### src/rtl/uart_sram_tx_interface_pkg.sv
// Shared state encodings and helpers for the SRAM-to-UART dump path.
// Latency: n/a (types and pure functions only).
// Backpressure: n/a.
package uart_sram_tx_interface_pkg;

    typedef enum logic [2:0] {
        S_TXI_IDLE,
        S_TXI_RD_ADDR,
        S_TXI_RD_W1,
        S_TXI_RD_W2,
        S_TXI_SEND_HI,
        S_TXI_SEND_LO,
        S_TXI_DONE
    } tx_if_state_type;

    typedef enum logic [2:0] {
        S_TOP_IDLE,
        S_UART_RX,
        S_M1,
        S_M2,
        S_VGA,
        S_UART_TX
    } top_state_type;

    // Fixed SRAM read latency in cycles (address cycle n -> data cycle n+2).
    localparam int SRAM_RD_LATENCY = 2;

    // Select the byte of a 16-bit SRAM word; the high byte goes on the line first.
    function automatic logic [7:0] word_byte(input logic [15:0] w, input logic hi);
        return hi ? w[15:8] : w[7:0];
    endfunction

endpackage

### src/rtl/uart_tx_serializer.sv
// 8N1 serializer: start bit, 8 data bits LSB first, stop bit, each CLKS_PER_BIT cycles.
// Latency: first start-bit cycle follows the Load cycle; one idle-high Ready cycle after each stop bit.
// Backpressure: Ready low while a frame is on the line; Load is ignored unless Ready.
module uart_tx_serializer #(
    parameter int CLKS_PER_BIT = 434
) (
    input  logic       CLOCK_50_I,
    input  logic       resetn,
    input  logic       Load,
    input  logic [7:0] Byte,
    output logic       Ready,
    output logic       TX
);

    localparam int BAUD_W = (CLKS_PER_BIT > 1) ? $clog2(CLKS_PER_BIT) : 1;
    localparam logic [BAUD_W-1:0] BAUD_LAST = BAUD_W'(CLKS_PER_BIT - 1);

    logic              r_active;
    logic [BAUD_W-1:0] r_baud;
    logic [3:0]        r_bit;
    logic [7:0]        r_shift;
    logic              r_tx;

    // Frame sequencer: bit index 0 is the start bit, 1..8 data, 9 the stop bit.
    always_ff @(posedge CLOCK_50_I or negedge resetn) begin
        if (!resetn) begin
            r_active <= 1'b0;
            r_baud   <= '0;
            r_bit    <= 4'd0;
            r_shift  <= 8'h00;
            r_tx     <= 1'b1;
        end else if (!r_active) begin
            r_tx <= 1'b1;
            if (Load) begin
                r_active <= 1'b1;
                r_tx     <= 1'b0;
                r_shift  <= Byte;
                r_bit    <= 4'd0;
                r_baud   <= '0;
            end
        end else if (r_baud == BAUD_LAST) begin
            r_baud <= '0;
            if (r_bit == 4'd9) begin
                r_active <= 1'b0;
                r_tx     <= 1'b1;
            end else begin
                r_bit <= r_bit + 4'd1;
                if (r_bit == 4'd8) begin
                    r_tx <= 1'b1;
                end else begin
                    r_tx    <= r_shift[0];
                    r_shift <= {1'b0, r_shift[7:1]};
                end
            end
        end else begin
            r_baud <= r_baud + 1'b1;
        end
    end

    assign Ready = !r_active;
    assign TX    = r_tx;

endmodule

### src/rtl/uart_sram_tx_interface.sv
// Streams Word_count SRAM words out on UART_TX_O, high byte first, with the next word prefetched.
// Latency: first start bit 4 cycles after the Start edge; frames back-to-back every 10*CLKS_PER_BIT+1 cycles.
// Backpressure: none towards SRAM (fixed 2-cycle reads); Start ignored while Busy, Abort ends after the current byte.
module uart_sram_tx_interface
    import uart_sram_tx_interface_pkg::*;
#(
    parameter int CLKS_PER_BIT = 434,
    parameter int ADDR_W       = 18
) (
    input  logic              CLOCK_50_I,
    input  logic              resetn,
    input  logic              Start,
    input  logic              Abort,
    input  logic [ADDR_W-1:0] SRAM_start_address,
    input  logic [ADDR_W-1:0] Word_count,
    input  logic [15:0]       SRAM_read_data,
    output logic [ADDR_W-1:0] SRAM_address,
    output logic              SRAM_we_n,
    output logic              UART_TX_O,
    output logic              Busy,
    output logic              Done
);

    tx_if_state_type   r_state;
    logic              r_start_q;
    logic              r_abort;
    logic [ADDR_W-1:0] r_addr;
    logic [ADDR_W-1:0] r_words;
    logic [15:0]       r_word;
    logic [15:0]       r_next;
    logic              r_have_next;
    logic [1:0]        r_pf_cnt;
    logic              r_busy;
    logic              r_done;

    logic              w_ready;
    logic              w_tx;
    logic              w_load;
    logic [7:0]        w_byte;
    logic              w_abort;

    // An abort seen this cycle counts immediately so it can stop the very next load.
    assign w_abort = r_abort | Abort;

    // Serializer load: first byte straight from SRAM data, later bytes from the word/prefetch registers.
    always_comb begin
        w_load = 1'b0;
        w_byte = word_byte(r_word, 1'b0);
        case (r_state)
            S_TXI_RD_W2: begin
                if (!w_abort) begin
                    w_load = 1'b1;
                    w_byte = word_byte(SRAM_read_data, 1'b1);
                end
            end
            S_TXI_SEND_HI: begin
                if (w_ready && !w_abort) begin
                    w_load = 1'b1;
                    w_byte = word_byte(r_word, 1'b0);
                end
            end
            S_TXI_SEND_LO: begin
                if (w_ready && !w_abort && r_have_next) begin
                    w_load = 1'b1;
                    w_byte = word_byte(r_next, 1'b1);
                end
            end
            default: begin
                w_load = 1'b0;
            end
        endcase
    end

    // Transfer FSM: initial read, then alternate hi/lo frames while the next word is prefetched.
    always_ff @(posedge CLOCK_50_I or negedge resetn) begin
        if (!resetn) begin
            r_state     <= S_TXI_IDLE;
            r_start_q   <= 1'b0;
            r_abort     <= 1'b0;
            r_addr      <= '0;
            r_words     <= '0;
            r_word      <= 16'h0000;
            r_next      <= 16'h0000;
            r_have_next <= 1'b0;
            r_pf_cnt    <= 2'd0;
            r_busy      <= 1'b0;
            r_done      <= 1'b0;
        end else begin
            r_start_q <= Start;
            if (r_state != S_TXI_IDLE && Abort) begin
                r_abort <= 1'b1;
            end
            case (r_state)
                S_TXI_IDLE: begin
                    r_abort <= 1'b0;
                    r_done  <= 1'b0;
                    if (Start && !r_start_q) begin
                        if (Word_count == '0) begin
                            r_state <= S_TXI_DONE;
                            r_done  <= 1'b1;
                        end else begin
                            r_state <= S_TXI_RD_ADDR;
                            r_busy  <= 1'b1;
                            r_addr  <= SRAM_start_address;
                            r_words <= Word_count;
                        end
                    end
                end
                S_TXI_RD_ADDR: r_state <= S_TXI_RD_W1;
                S_TXI_RD_W1:   r_state <= S_TXI_RD_W2;
                S_TXI_RD_W2: begin
                    r_word  <= SRAM_read_data;
                    r_words <= r_words - 1'b1;
                    if (w_abort) begin
                        r_state <= S_TXI_DONE;
                        r_done  <= 1'b1;
                        r_busy  <= 1'b0;
                    end else begin
                        r_state <= S_TXI_SEND_HI;
                    end
                end
                S_TXI_SEND_HI: begin
                    if (w_ready) begin
                        if (w_abort) begin
                            r_state <= S_TXI_DONE;
                            r_done  <= 1'b1;
                            r_busy  <= 1'b0;
                        end else begin
                            r_state <= S_TXI_SEND_LO;
                            if (r_words != '0) begin
                                r_addr   <= r_addr + 1'b1;
                                r_pf_cnt <= 2'(SRAM_RD_LATENCY + 1);
                            end
                        end
                    end
                end
                S_TXI_SEND_LO: begin
                    if (r_pf_cnt != 2'd0) begin
                        r_pf_cnt <= r_pf_cnt - 2'd1;
                    end
                    if (r_pf_cnt == 2'd1) begin
                        r_next      <= SRAM_read_data;
                        r_have_next <= 1'b1;
                        r_words     <= r_words - 1'b1;
                    end
                    if (w_ready) begin
                        if (w_abort || !r_have_next) begin
                            r_state <= S_TXI_DONE;
                            r_done  <= 1'b1;
                            r_busy  <= 1'b0;
                        end else begin
                            r_word      <= r_next;
                            r_have_next <= 1'b0;
                            r_state     <= S_TXI_SEND_HI;
                        end
                    end
                end
                S_TXI_DONE: begin
                    r_done      <= 1'b0;
                    r_busy      <= 1'b0;
                    r_have_next <= 1'b0;
                    r_pf_cnt    <= 2'd0;
                    r_state     <= S_TXI_IDLE;
                end
                default: r_state <= S_TXI_IDLE;
            endcase
        end
    end

    uart_tx_serializer #(
        .CLKS_PER_BIT(CLKS_PER_BIT)
    ) u_serializer (
        .CLOCK_50_I(CLOCK_50_I),
        .resetn    (resetn),
        .Load      (w_load),
        .Byte      (w_byte),
        .Ready     (w_ready),
        .TX        (w_tx)
    );

    assign SRAM_address = r_addr;
    assign SRAM_we_n    = 1'b1;
    assign UART_TX_O    = w_tx;
    assign Busy         = r_busy;
    assign Done         = r_done;

endmodule
### config.mk
export PLATFORM = sky130hd
export DESIGN_NAME = uart_sram_tx_interface
export DESIGN_NICKNAME = d
export VERILOG_FILES = /design/src/rtl/uart_sram_tx_interface_pkg.sv /design/src/rtl/uart_tx_serializer.sv /design/src/rtl/uart_sram_tx_interface.sv
export SDC_FILE = /design/constraint.sdc
export NUM_CORES = 1
export LEC_CHECK = 0
export BUFFER_PORTS_ARGS = -buffer_cell sky130_fd_sc_hd__buf_2
export CORE_MARGIN = 10
export CORE_UTILIZATION = 50
export DETAILED_ROUTE_END_ITERATION = 10
export PLACE_DENSITY = 0.74
export RECOVER_POWER = 50
export SLEW_MARGIN = 20
export SYNTH_ARGS = -nofsm -noshare
export SYNTH_HDL_FRONTEND = slang
export SYNTH_HIERARCHICAL = 1
export SYNTH_SLANG_ARGS = --single-unit
### constraint.sdc
create_clock -name CLOCK_50_I -period 2.46 [get_ports CLOCK_50_I]
set_clock_uncertainty 0.1 [all_clocks]
set_input_delay 0.738 -clock CLOCK_50_I [delete_from_list [all_inputs] [get_ports CLOCK_50_I]]
set_output_delay 0.738 -clock CLOCK_50_I [all_outputs]
set_load 0.05 [all_outputs]
# --- Word level (Yosys, flattened, before mapping) ---
# Index checks and enable logic that the tools add are counted.
op_classes:
  n_eq_ne: 23
  reduce_logical: 32
  n_addsub: 5
  bitwise_logic: 1
  muxes: 74
op_table:
  columns: ["operator", "count"]
  rows:
  - ["$mux 18", 8]
  - ["$mux 8", 9]
  - ["$pmux 18 s3", 1]
  - ["$pmux 18 s2", 1]
  - ["$pmux 8 s2", 2]
  - ["$mux 1", 29]
  - ["$mux 9", 3]
  - ["$ne 2x2->1 const B", 13]
  - ["$add 18x1->18 const B", 1]
  - ["$logic_not 18->1", 1]
  - ["$pmux 3 s6", 1]
  - ["$reduce_bool 18->1", 1]
  - ["$sub 18x1->18 const B", 1]
  - ["$mux 4", 4]
  - ["$mux 2", 7]
  - ["$mux 3", 4]
  - ["$reduce_and 4->1", 3]
  - ["$reduce_and 6->1", 2]
  - ["$reduce_bool 2->1", 6]
  - ["$pmux 1 s5", 2]
  - ["$add 9x1->9 const B", 1]
  - ["$eq 3x3->1 const B", 3]
  - ["$eq 9x9->1 const B", 1]
  - ["$reduce_and 3->1", 3]
  - ["other kinds (18)", 28]
totals:
  wordCells: 151
  regBits: 93
  output_inout_bits: 22

# --- Depth between registers and ports, before layout ---
# Gate-level depths: netlist (run 1).
logic_depth:
  ltp_word: 8
  ltp_mapped: 10
  mapped_depth_nobuf: 8

# --- Hierarchy ---
# Netlist (run 1), hierarchy kept.
by_module_without_submodules:
  columns: ["module", "area_per_inst_um2", "instances", "cells_per_inst"]
  rows:
  - ["uart_sram_tx_interface", 4346.7, 1, 478]
  - ["uart_tx_serializer", 1283.7, 1, 118]

# --- Least setup slack after synthesis (run 1) ---
# No wires, ideal clock.
synth_path:
  path_type: "input port to flip-flop"
  start: "input port Abort"
  end: "register u_serializer.r_shift[0]"
  cell_stages: 8
  setup_time_ns: 0.125
  setup_slack_ns: -0.471
  arrival_time_ns: 2.706
  n_path_buf: 2
  path_cell_list: "or2_2 -> clkbuf_1 -> nor3_1 -> clkbuf_1 -> o21bai_1 -> nor2_1 -> nor3_4 -> mux2_2"
synth_between:
  elab_chain_cells: 8
synth_lines:
  columns: ["element", "line", "source"]
  rows:
  - ["start, declared", "uart_sram_tx_interface.sv:13", "input logic Abort,"]
  - ["$or 1x1->1 *", "uart_sram_tx_interface.sv:43", "assign w_abort = r_abort | Abort;"]
  - ["$logic_not 1->1", "uart_sram_tx_interface.sv:57, uart_sram_tx_interface.sv:63", null]
  - ["$logic_and 1x1->1", "uart_sram_tx_interface.sv:57, uart_sram_tx_interface.sv:63", null]
  - ["$logic_and 1x1->1", "uart_sram_tx_interface.sv:63", "if (w_ready && !w_abort && r_have_next) begin"]
  - ["$mux 1", "uart_sram_tx_interface.sv:63", null]
  - ["$pmux 1 s3 *", "uart_sram_tx_interface.sv:49", "case (r_state)"]
  - ["net w_load", "uart_sram_tx_interface.sv:38", "logic w_load;"]
  - ["$reduce_bool 2->1 (no line) *", null, null]
  - ["$reduce_and 4->1 (no line) *", null, null]
  - ["end signal, assigned", "uart_tx_serializer.sv:37", "r_shift <= Byte;"]
  - ["end signal, assigned", "uart_tx_serializer.sv:52", "r_shift <= {1'b0, r_shift[7:1]};"]
  - ["end, declared", "uart_tx_serializer.sv:21", "logic [7:0] r_shift;"]
# Mark *: on every way through the listed nets, which the timed path passes. The rest lies on a longest branch. The select of a mux whose other input is x is not followed.
# A chain may end at the register's enable or synchronous reset.

# --- Worst setup path in the final report (run 1) ---
layout_path:
  start: "register r_words[0]"
  end: "register r_pf_cnt[1]"
layout_between:
  elab_chain_cells: 3
layout_lines:
  columns: ["element", "line", "source"]
  rows:
  - ["start, declared", "uart_sram_tx_interface.sv:28", "logic [ADDR_W-1:0] r_words;"]
  - ["start signal, assigned", "uart_sram_tx_interface.sv:105", "r_words <= Word_count;"]
  - ["start signal, assigned", "uart_sram_tx_interface.sv:113", "r_words <= r_words - 1'b1;"]
  - ["start signal, assigned", "uart_sram_tx_interface.sv:144", "r_words <= r_words - 1'b1;"]
  - ["$reduce_bool 18->1", "uart_sram_tx_interface.sv:130", "if (r_words != '0) begin"]
  - ["$ne 2x2->1 (no line)", null, null]
  - ["$reduce_and 5->1 (no line)", null, null]
  - ["end signal, assigned", "uart_sram_tx_interface.sv:132", "r_pf_cnt <= 2'(SRAM_RD_LATENCY + 1);"]
  - ["end signal, assigned", "uart_sram_tx_interface.sv:139", "r_pf_cnt <= r_pf_cnt - 2'd1;"]
  - ["end, declared", "uart_sram_tx_interface.sv:32", "logic [1:0] r_pf_cnt;"]
# No other way between the ends.

==> reports/qor.yml, run 1 <==
yosysWarnings: 6
stdcell_area_sq_um: 6730
clock-sinks: 93
dp.cells: 815
cts_setup_buffers: 0
syn_nets: 661
synth_edf_count: 0
io_buffers: 76
yosys_most_used_dff: "dfrtp_1"
grt-ovfl-total: 0
r2r-end: "r_pf_cnt[1]"
drt-total-wl_um: 15200
hold_path.class: "flop to flop"
row_count: 38
grt_pass1_wl_um: 26100
yosysTopAreaCell: "dfrtp_1"
cts_hold_buffers: 0
pwr-share-comb_pct: 48.4
status: "finished clean"
min_to: "r_word[2]"
power_mw: 8.56
rsz0062_at_grt: "no"
antenna_found_initial: 0
synth_most_common_cell: "dfrtp_1"
grt_max_degree: 42
vdd_ir_drop_max_uv: 694
nFillCells: 953
clk_latency_ns: 0.35
r2r-start: "r_words[0]"
ys_top_cells_by_count: "dfrtp_1 (92), nand2_1 (46), o21ai_0 (39)"
postSynthAreaPerCell_sq_um: 9.45
numCtsBuffers: 9
seqPwrFrac_pct: 34.0
initial_core_util_pct: 51.5
fin_setup_tns_ns: 0
io_pins: 78
seqCellArea_sq_um: 2330
die-height_um: 126
finalSetupViolCount: 0
drc: 0
max_stage_delay_ns: 0.39
post-route-period-util_pct: 94.3
wl_per_cell_um: 18.3
power_density_nw_per_um2: 1270
place_ws_ns: -0.0317
cp_slowest_cell: "dfrtp_1"
drv_slew: 0
layout_setup_ws_ns: 0.140
ff2ff_path_depth: 7
syn_inst: 596
drive_above_1_share_pct: 26.3
finalCriticalPeriod_ns: 2.32
placed_cell_area_sq_um: 6470
cts_max_level: 3
hold_ws_ns: 0.385
hold_path_startpoint: "r_word[2]"
ff2ff_setup_slack_ns: 0.14
synth_cell_type_count: 70
internal_power_mw: 4.74
area_delta_synth_final_pct: 19.5
nNetsFinal: 751
cp_data_arrival_time_ns: 2.45
via_count: 5244
gp_congestion: 0.888
cp_cell_sequence: "inv_1 > ha_1 > nor3b_1 > and4_1 > a211oi_1 > o31ai_1 > mux2_2"
final_antenna_net_count: 0
min_path_cells: 2
cellLeakagePower_nw: 2.93
synth-seq-cells: 93
clk_path_buf_depth: 2
clockPowerShare_pct: 17.6
synth_top_area_share_pct: 40.9
detailed_place_hpwl_um: 10900
yosysSeqAreaShare_pct: 41.4
hold_viol_final: 0
cts_resized: 0
fmax_mhz: 431
first_pass_iters: 5
clkSlewWorstSetupHoldPaths_ns: 0.07
slew_headroom_pct: 12.9
final_util_pct: 61.5
cp_num_buf_inv: 1
worstPathMaxFanout: 3
path_delay_family: "simple AND/OR/NAND/NOR gates"
grt_pass1_vias: 5266
worst_slew_pin_slew_ns: 1.31
multi_input_area_sq_um: 3130
grt_usage_pct: 19.1
cts-root-buf: "clkbuf_16"
synthTopCellsByArea: "dfrtp_1 (41%), mux2_2 (6.8%), o21ai_0 (3.5%)"
p_switching_mw: 3.81
die_w_um: 126
diodes: 0
dieArea_sq_um: 15900
core_sq_um: 10900
cap_viol_max_count: 0
end_kind: "flop"
layout.cells.non_filler: 831
synthArstFlopShare_pct: 100
power.share.switching_pct: 44.6
crit_required_ns: 2.59
drt-initial-drc-count: 540
path_class: "flop to flop"
synth_area_sq_um: 5630
start_kind: "flop"
viasPerCell: 6.31
cts_tree: "yes"
## logic make-up after synthesis
kind of cell	count (synthesis)	synth area share (%)
xor+xnor	2	0.311
other cells	1	0.0666
simple gates	199	19.0
buf+inv	58	4.38
compound gates	186	23.6
flops	93	41.4
mux	48	9.29
fa+ha+maj	9	2.00
## power groups by stage
stage | Combinational (mW) | Sequential [mW] | Clock (mW)
global placement | 4.03 | 2.88 | 0
CTS | 4.19 | 2.89 | 1.53
detailed placement | 4.16 | 2.91 | 0
floorplan | 2.57 | 3.27 | 0
global route | 4.53 | 3.02 | 1.58
finish | 4.14 | 2.91 | 1.50
## sequential cells by signal, indices dropped and copies added (netlist names)
| signal | cells |
|---|---|
| SRAM_address | 18 |
| r_words | 18 |
| r_next | 16 |
| u_serializer/r_baud | 9 |
| r_word | 8 |
| u_serializer/r_shift | 8 |
| u_serializer/r_bit | 4 |
| r_state | 3 |
| r_pf_cnt | 2 |
| Busy | 1 |
| Done | 1 |
| r_abort | 1 |
| r_have_next | 1 |
| r_start_q | 1 |
| u_serializer/TX | 1 |
| u_serializer/r_active | 1 |
## tightest hold or removal path: cells and delay by family, from the launching register on
kind,cells,cell delay [ns]
DFF,1,0.34
and+or+nand+nor,1,0.05
AOI/OAI and AO/OA,1,0.06
## layer usage
metal	GRT usage (%)	up-vias	share of wire, %
met5	0	-	0
met4	6.63	0	1.2
met3	3.61	18	4.8
met2	30.9	169	50
met1	25.0	2590	44
li1	-	2467	-
## layout make-up
cell class,instances,area share (%)
Clock inverter,6,1.10
Inverter,16,0.893
Clock buffer,10,3.55
Tap cell,140,2.60
Sequential cell,93,34.6
Timing Repair Buffer,121,10.8
Multi-Input combinational cell,445,46.5
## cells in the final DEF, fill, tap and decap left out, drive strengths merged, types with 10 or more instances in the layout
cell and instances:
nand3 15, nand4 15, inv 20, nor4 11, mux2i 14, nand2 46
clkbuf 21, a22oi 23, o22ai 15, a21oi 20, dfrtp 92, nor2 35
o22a 10, mux2 34, buf 110, o2bb2ai 13, nor3 30, o21ai 40
## worst max path at each step
stage	from	endpoint	cells after the start
6_report	r_words[0]	r_pf_cnt[1]	7
4_1_cts	r_words[0]	r_pf_cnt[1]	7
3_3_place_gp	Abort	u_serializer/r_shift[0]	8
3_5_place_dp	Abort	u_serializer/r_shift[6]	8
5_1_grt	resetn	u_serializer/r_baud[3]	2
2_1_floorplan	Abort	u_serializer/r_shift[0]	8
(Power assumes the default switching activity.)
==> inputs of run 2 (changes only) <==
CORE_UTILIZATION = 40   (was 50)
HOLD_SLACK_MARGIN = 0.02   (was default)
PLACE_DENSITY = default   (was 0.74)
==> reports/qor.yml, run 2 (synthesis results as in run 1) <==
drc: 0  # unchanged
seqPwrFrac_pct: 34.0  # about the same
end_kind: "flop"  # unchanged
diodes: 0  # unchanged
via_count: 5214  # was 5,244
worstPathMaxFanout: 3  # unchanged
drv_slew: 27  # was 0
antenna_found_initial: 0  # unchanged
final_common_cell: "dfrtp_1"  # unchanged
die-height_um: 139  # was 126 um
drt-initial-drc-count: 345  # was 540
first_pass_iters: 6  # was 5
hold_viol_final: 0  # unchanged
io_buffers: 76  # unchanged
clockPowerShare_pct: 17.2  # was 17.6%
wl_per_cell_um: 17.8  # was 18.3 um
crit_required_ns: 2.60  # was 2.59 ns
cts-root-buf: "clkbuf_16"  # unchanged
hold_path_startpoint: "u_serializer/r_baud[8]"  # was r_word[2]
worst_slew_pin_slew_ns: 1.74  # was 1.31 ns
cts_resized: 0  # unchanged
initial_core_util_pct: 40.7  # was 51.5%
final_cell_mix: "dfrtp_1 (92), buf_2 (75), buf_4 (48)"  # was dfrtp_1 (92), buf_2 (70), nand2_1 (46)
die_w_um: 139  # was 126 um
path_class: "flop to flop"  # unchanged
clk_path_buf_depth: 2  # unchanged
start_kind: "flop"  # unchanged
io_pins: 78  # unchanged
post-route-period-util_pct: 93.3  # was 94.3%
row_count: 43  # was 38
grt-ovfl-total: 0  # unchanged
power_density_nw_per_um2: 1250  # was 1270 nW/um^2
rsz0062_at_grt: "no"  # unchanged
power.share.switching_pct: 44.3  # was 44.6%
fmax_mhz: 436  # was 431 MHz
clkSlewWorstSetupHoldPaths_ns: 0.07  # about the same
cts_max_level: 3  # unchanged
grt_pass1_vias: 5211  # was 5,266
detailed_place_hpwl_um: 11600  # was 10,900 um
clock-sinks: 93  # unchanged
finalSetupViolCount: 0  # unchanged
stdcell_area_sq_um: 6880  # was 6730 sq um
core_sq_um: 13800  # was 10,900 sq um
cts_setup_buffers: 0  # unchanged
grt_max_degree: 37  # was 42
nFillCells: 1297  # was 953
violations: "max-capacitance violations, max-slew violations"
cp_data_arrival_time_ns: 2.43  # was 2.45 ns
gp_congestion: 0.860  # was 0.888
hold_path.class: "flop to flop"  # unchanged
cts_tree: "yes"  # unchanged
final_antenna_net_count: 0  # unchanged
layout_setup_ws_ns: 0.164  # was 0.140 ns
clk_latency_ns: 0.35  # about the same
drt-total-wl_um: 15700  # was 15,200 um
pwr-share-comb_pct: 48.8  # was 48.4%
placed_cell_area_sq_um: 6600  # was 6470 sq um
internal_power_mw: 4.78  # was 4.74 mW
numCtsBuffers: 9  # unchanged
finalCriticalPeriod_ns: 2.30  # was 2.32 ns
nNetsFinal: 761  # was 751
r2r-start: "r_words[0]"  # unchanged
cts_hold_buffers: 0  # unchanged
slew_headroom_pct: -15.9  # was 12.9%
area_delta_synth_final_pct: 22.3  # was 19.5%
viasPerCell: 5.92  # was 6.31
drive_above_1_share_pct: 28.1  # was 26.3%
place_ws_ns: -0.0270  # was -0.0317 ns
p_switching_mw: 3.81  # about the same
vdd_ir_drop_max_uv: 437  # was 694 uV
grt_pass1_wl_um: 26100  # about the same
worstSetupStartpoint: "r_words[0]"  # unchanged
cellLeakagePower_nw: 3.01  # was 2.93 nW
status: "finished with violations"  # was finished clean
cap_viol_max_count: 1  # was 0
dieArea_sq_um: 19200  # was 15,900 sq um
grt_usage_pct: 16.0  # was 19.1%
## run 2: changes by cell type in the layout (fill, tap and decap cells not counted), sizes merged
cell / change
clkinv: +1
clkbuf: -8
buf: +17
## run 2: worst paths after layout
check | end | slack [ns] | cells past startpoint
worst min-delay path | u_serializer/r_baud[8] | 0.39 | 1
worst max-delay path | r_pf_cnt[1] | 0.16 | 7
worst min register to register | u_serializer/r_baud[8] | 0.39 | 1
worst max register to register | r_pf_cnt[1] | 0.16 | 7
max in group asynchronous | r_next[2] | 0.38 | 2
min in group asynchronous | r_words[13] | 0.74 | 1
## run 2: layout make-up
cell class              instances  area [sq um]  area share, %
flip-flops and latches         93          2330           33.8
repair buffers                131           832           12.1
inverters                      16          60.1          0.872
multi-input cells             445          3130           45.4
clock inverters                 7          87.6           1.27
well taps                     180           225           3.27
clock buffers                   9           225           3.27
## run 2: power by group through the flow
stage	Combinational [mW]	Clock [mW]	Sequential, mW
floorplan	2.57	0	3.27
global placement	4.12	0	2.90
detailed placement	4.22	0	2.93
CTS	4.23	1.52	2.90
global route	4.59	1.59	3.03
finish	4.19	1.48	2.92
## run 2: critical path, stage by stage (launching register included)
cell and delay (ns):
dfrtp_1 0.40, inv_1 0.09, ha_1 0.19, nor3b_1 0.27, and4_1 0.29, a211oi_1 0.09, o31ai_1 0.37, mux2_2 0.38
## run 2: per-stage QoR
step / total power [mW] / hold slack [ns] / utilization [%] / TNS [ns] / instances
2_1_floorplan: 5.84 / 0.342 / - / -0.697 / 596
3_3_place_gp: 7.02 / 0.368 / 47.7 / 0 / 865
3_5_place_dp: 7.14 / 0.375 / 47.7 / -0.143 / 865
4_1_cts: 8.65 / 0.223 / 50.0 / 0 / 881
5_1_grt: 9.21 / 0.392 / 49.8 / 0 / 881
6_report: 8.59 / 0.386 / 49.8 / 0 / 881
## run 2: layer usage
metal,global-route usage [%],share of wire (%),vias to the layer above
li1,-,-,2483
met1,20.4,46,2548
met2,26.0,48,156
met3,3.25,4.2,27
met4,6.26,1.9,0
met5,0,0,-
==> inputs of run 3 (changes only) <==
CAP_MARGIN = 10   (was default)
CORE_UTILIZATION = 53   (was 40)
PLACE_DENSITY = 0.77   (was default)
==> reports/qor.yml, run 3 (synthesis results as in run 1) <==
drv_slew: 0  # was 27
vdd_ir_drop_max_uv: 546  # was 437 uV
worstPathMaxFanout: 5  # was 3
end_kind: "flop"  # unchanged
status: "finished clean"  # was finished with violations
worst_slew_pin_slew_ns: 1.08  # was 1.74 ns
cellLeakagePower_nw: 2.93  # was 3.01 nW
start_kind: "flop"  # unchanged
layout.cells.non_filler: 833  # was 881
grt_max_degree: 42  # was 37
area_delta_synth_final_pct: 19.1  # was 22.3%
drt-initial-drc-count: 630  # was 345
place_ws_ns: -0.0642  # was -0.0270 ns
cts_tree: "yes"  # unchanged
max_stage_delay_ns: 0.44  # was 0.40 ns
cp_data_arrival_time_ns: 2.50  # was 2.43 ns
rsz0062_at_grt: "no"  # unchanged
post-route-period-util_pct: 94.8  # was 93.3%
die_w_um: 123  # was 139 um
cp_cell_sequence: "or3_1 > nor4_1 > buf_4 > a211oi_1 > o31ai_1 > mux2_2"  # was inv_1 > ha_1 > nor3b_1 > and4_1 > a211oi_1 > o31ai_1 > mux2_2
io_pins: 78  # unchanged
via_count: 5328  # was 5,214
grt-ovfl-total: 0  # unchanged
dieArea_sq_um: 15100  # was 19,200 sq um
nFillCells: 854  # was 1,297
slew_headroom_pct: 28.1  # was -15.9%
cts_max_level: 3  # unchanged
antenna_found_initial: 0  # unchanged
cts-root-buf: "clkbuf_8"  # was clkbuf_16
final_cell_mix: "dfrtp_1 (92), buf_2 (73), nand2_1 (46)"  # was dfrtp_1 (92), buf_2 (75), buf_4 (48)
grt_pass1_wl_um: 25200  # was 26,100 um
drc: 0  # unchanged
cp_num_buf_inv: 1  # unchanged
initial_core_util_pct: 54.5  # was 40.7%
hold_viol_final: 0  # unchanged
drt-total-wl_um: 15200  # was 15,700 um
clkSlewWorstSetupHoldPaths_ns: 0.10  # was 0.07 ns
nNetsFinal: 757  # was 761
row_count: 37  # was 43
cp_slowest_cell: "dfrtp_1"  # unchanged
finalSetupViolCount: 0  # unchanged
clk_path_buf_depth: 2  # unchanged
cap_viol_max_count: 0  # was 1
cts_resized: 0  # unchanged
multi_input_area_sq_um: 3140  # was 3130 sq um
fin_setup_tns_ns: 0  # unchanged
path_class: "flop to flop"  # unchanged
gp_congestion: 0.932  # was 0.860
first_pass_iters: 6  # unchanged
finalCriticalPeriod_ns: 2.33  # was 2.30 ns
clock-sinks: 93  # unchanged
cts_hold_buffers: 0  # unchanged
crit_required_ns: 2.63  # was 2.60 ns
io_buffers: 76  # unchanged
cts_setup_buffers: 0  # unchanged
final_common_cell: "dfrtp_1"  # unchanged
grt_usage_pct: 20.3  # was 16.0%
clk_latency_ns: 0.38  # was 0.35 ns
grt_pass1_vias: 5174  # was 5,211
die-height_um: 123  # was 139 um
diodes: 0  # unchanged
hold_path.class: "primary input to flop"  # was flop to flop
numCtsBuffers: 9  # unchanged
fmax_mhz: 429  # was 436 MHz
dp.cells: 817  # was 865
core_sq_um: 10300  # was 13,800 sq um
viasPerCell: 6.40  # was 5.92
final_antenna_net_count: 0  # unchanged
detailed_place_hpwl_um: 11100  # was 11,600 um
layout_setup_ws_ns: 0.127  # was 0.164 ns
seqCellArea_sq_um: 2330  # unchanged
wl_per_cell_um: 18.3  # was 17.8 um
power_density_nw_per_um2: 1230  # was 1250 nW/um^2
drive_above_1_share_pct: 27.4  # was 28.1%
path_delay_family: "simple AND/OR/NAND/NOR gates"  # unchanged
[run 3: changes by cell type in the layout (fill, tap and decap cells not counted), moves of 2 or more]
cell        previous run  this run
buf_2                 75        73
buf_4                 48        40
clkbuf_1               3         6
clkbuf_16              9         0
clkbuf_2               1         3
clkbuf_8               0        10
clkinvlp_4             0         2
inv_8                  2         0
[run 3: layout make-up]
type,count,area share [%]
Sequential cell,93,34.7
Multi-Input combinational cell,445,46.8
Tap cell,136,2.54
Clock inverter,6,1.01
Inverter,16,0.896
Clock buffer,10,2.05
Timing Repair Buffer,127,12.0
[run 3: per-layer routing]
layer	global-route usage [%]	up-vias	part of all wire, %
met2	32.8	208	48
met1	26.3	2602	44
met3	3.51	37	6.0
met5	0	-	0
li1	-	2481	-
met4	9.02	0	2.1
[run 3: power breakdown]
part,switching (mW),leakage [nW],internal (mW)
combinational,2.45,1.71,1.74
sequential,0.730,1.12,2.21
clock,0.593,0.0993,0.503
[run 3: path summary, 6_finish.rpt]
check	endpoint	start	depth (start not counted)	slack (ns)
hold reg to reg	r_word[1]	r_word[1]	2	0.39
max in group asynchronous	r_word[7]	resetn	2	0.49
min in group asynchronous	Busy	resetn	1	0.44
hold / removal	r_start_q	Start	1	0.37
setup / recovery	r_pf_cnt[0]	r_words[12]	6	0.13
setup reg to reg	r_pf_cnt[0]	r_words[12]	6	0.13
[run 3: through the flow]
stage                     util (%)  hold WS, ns  area [sq um]  total power [mW]
final                         64.9        0.367          6700              8.23
after global routing          64.9        0.366          6700              8.76
after CTS                     65.3        0.257          6740              8.23
after detailed placement      63.3        0.371          6540              7.13
after global placement        63.3        0.369          6540              6.93
after floorplan                  -        0.342          5740              5.84
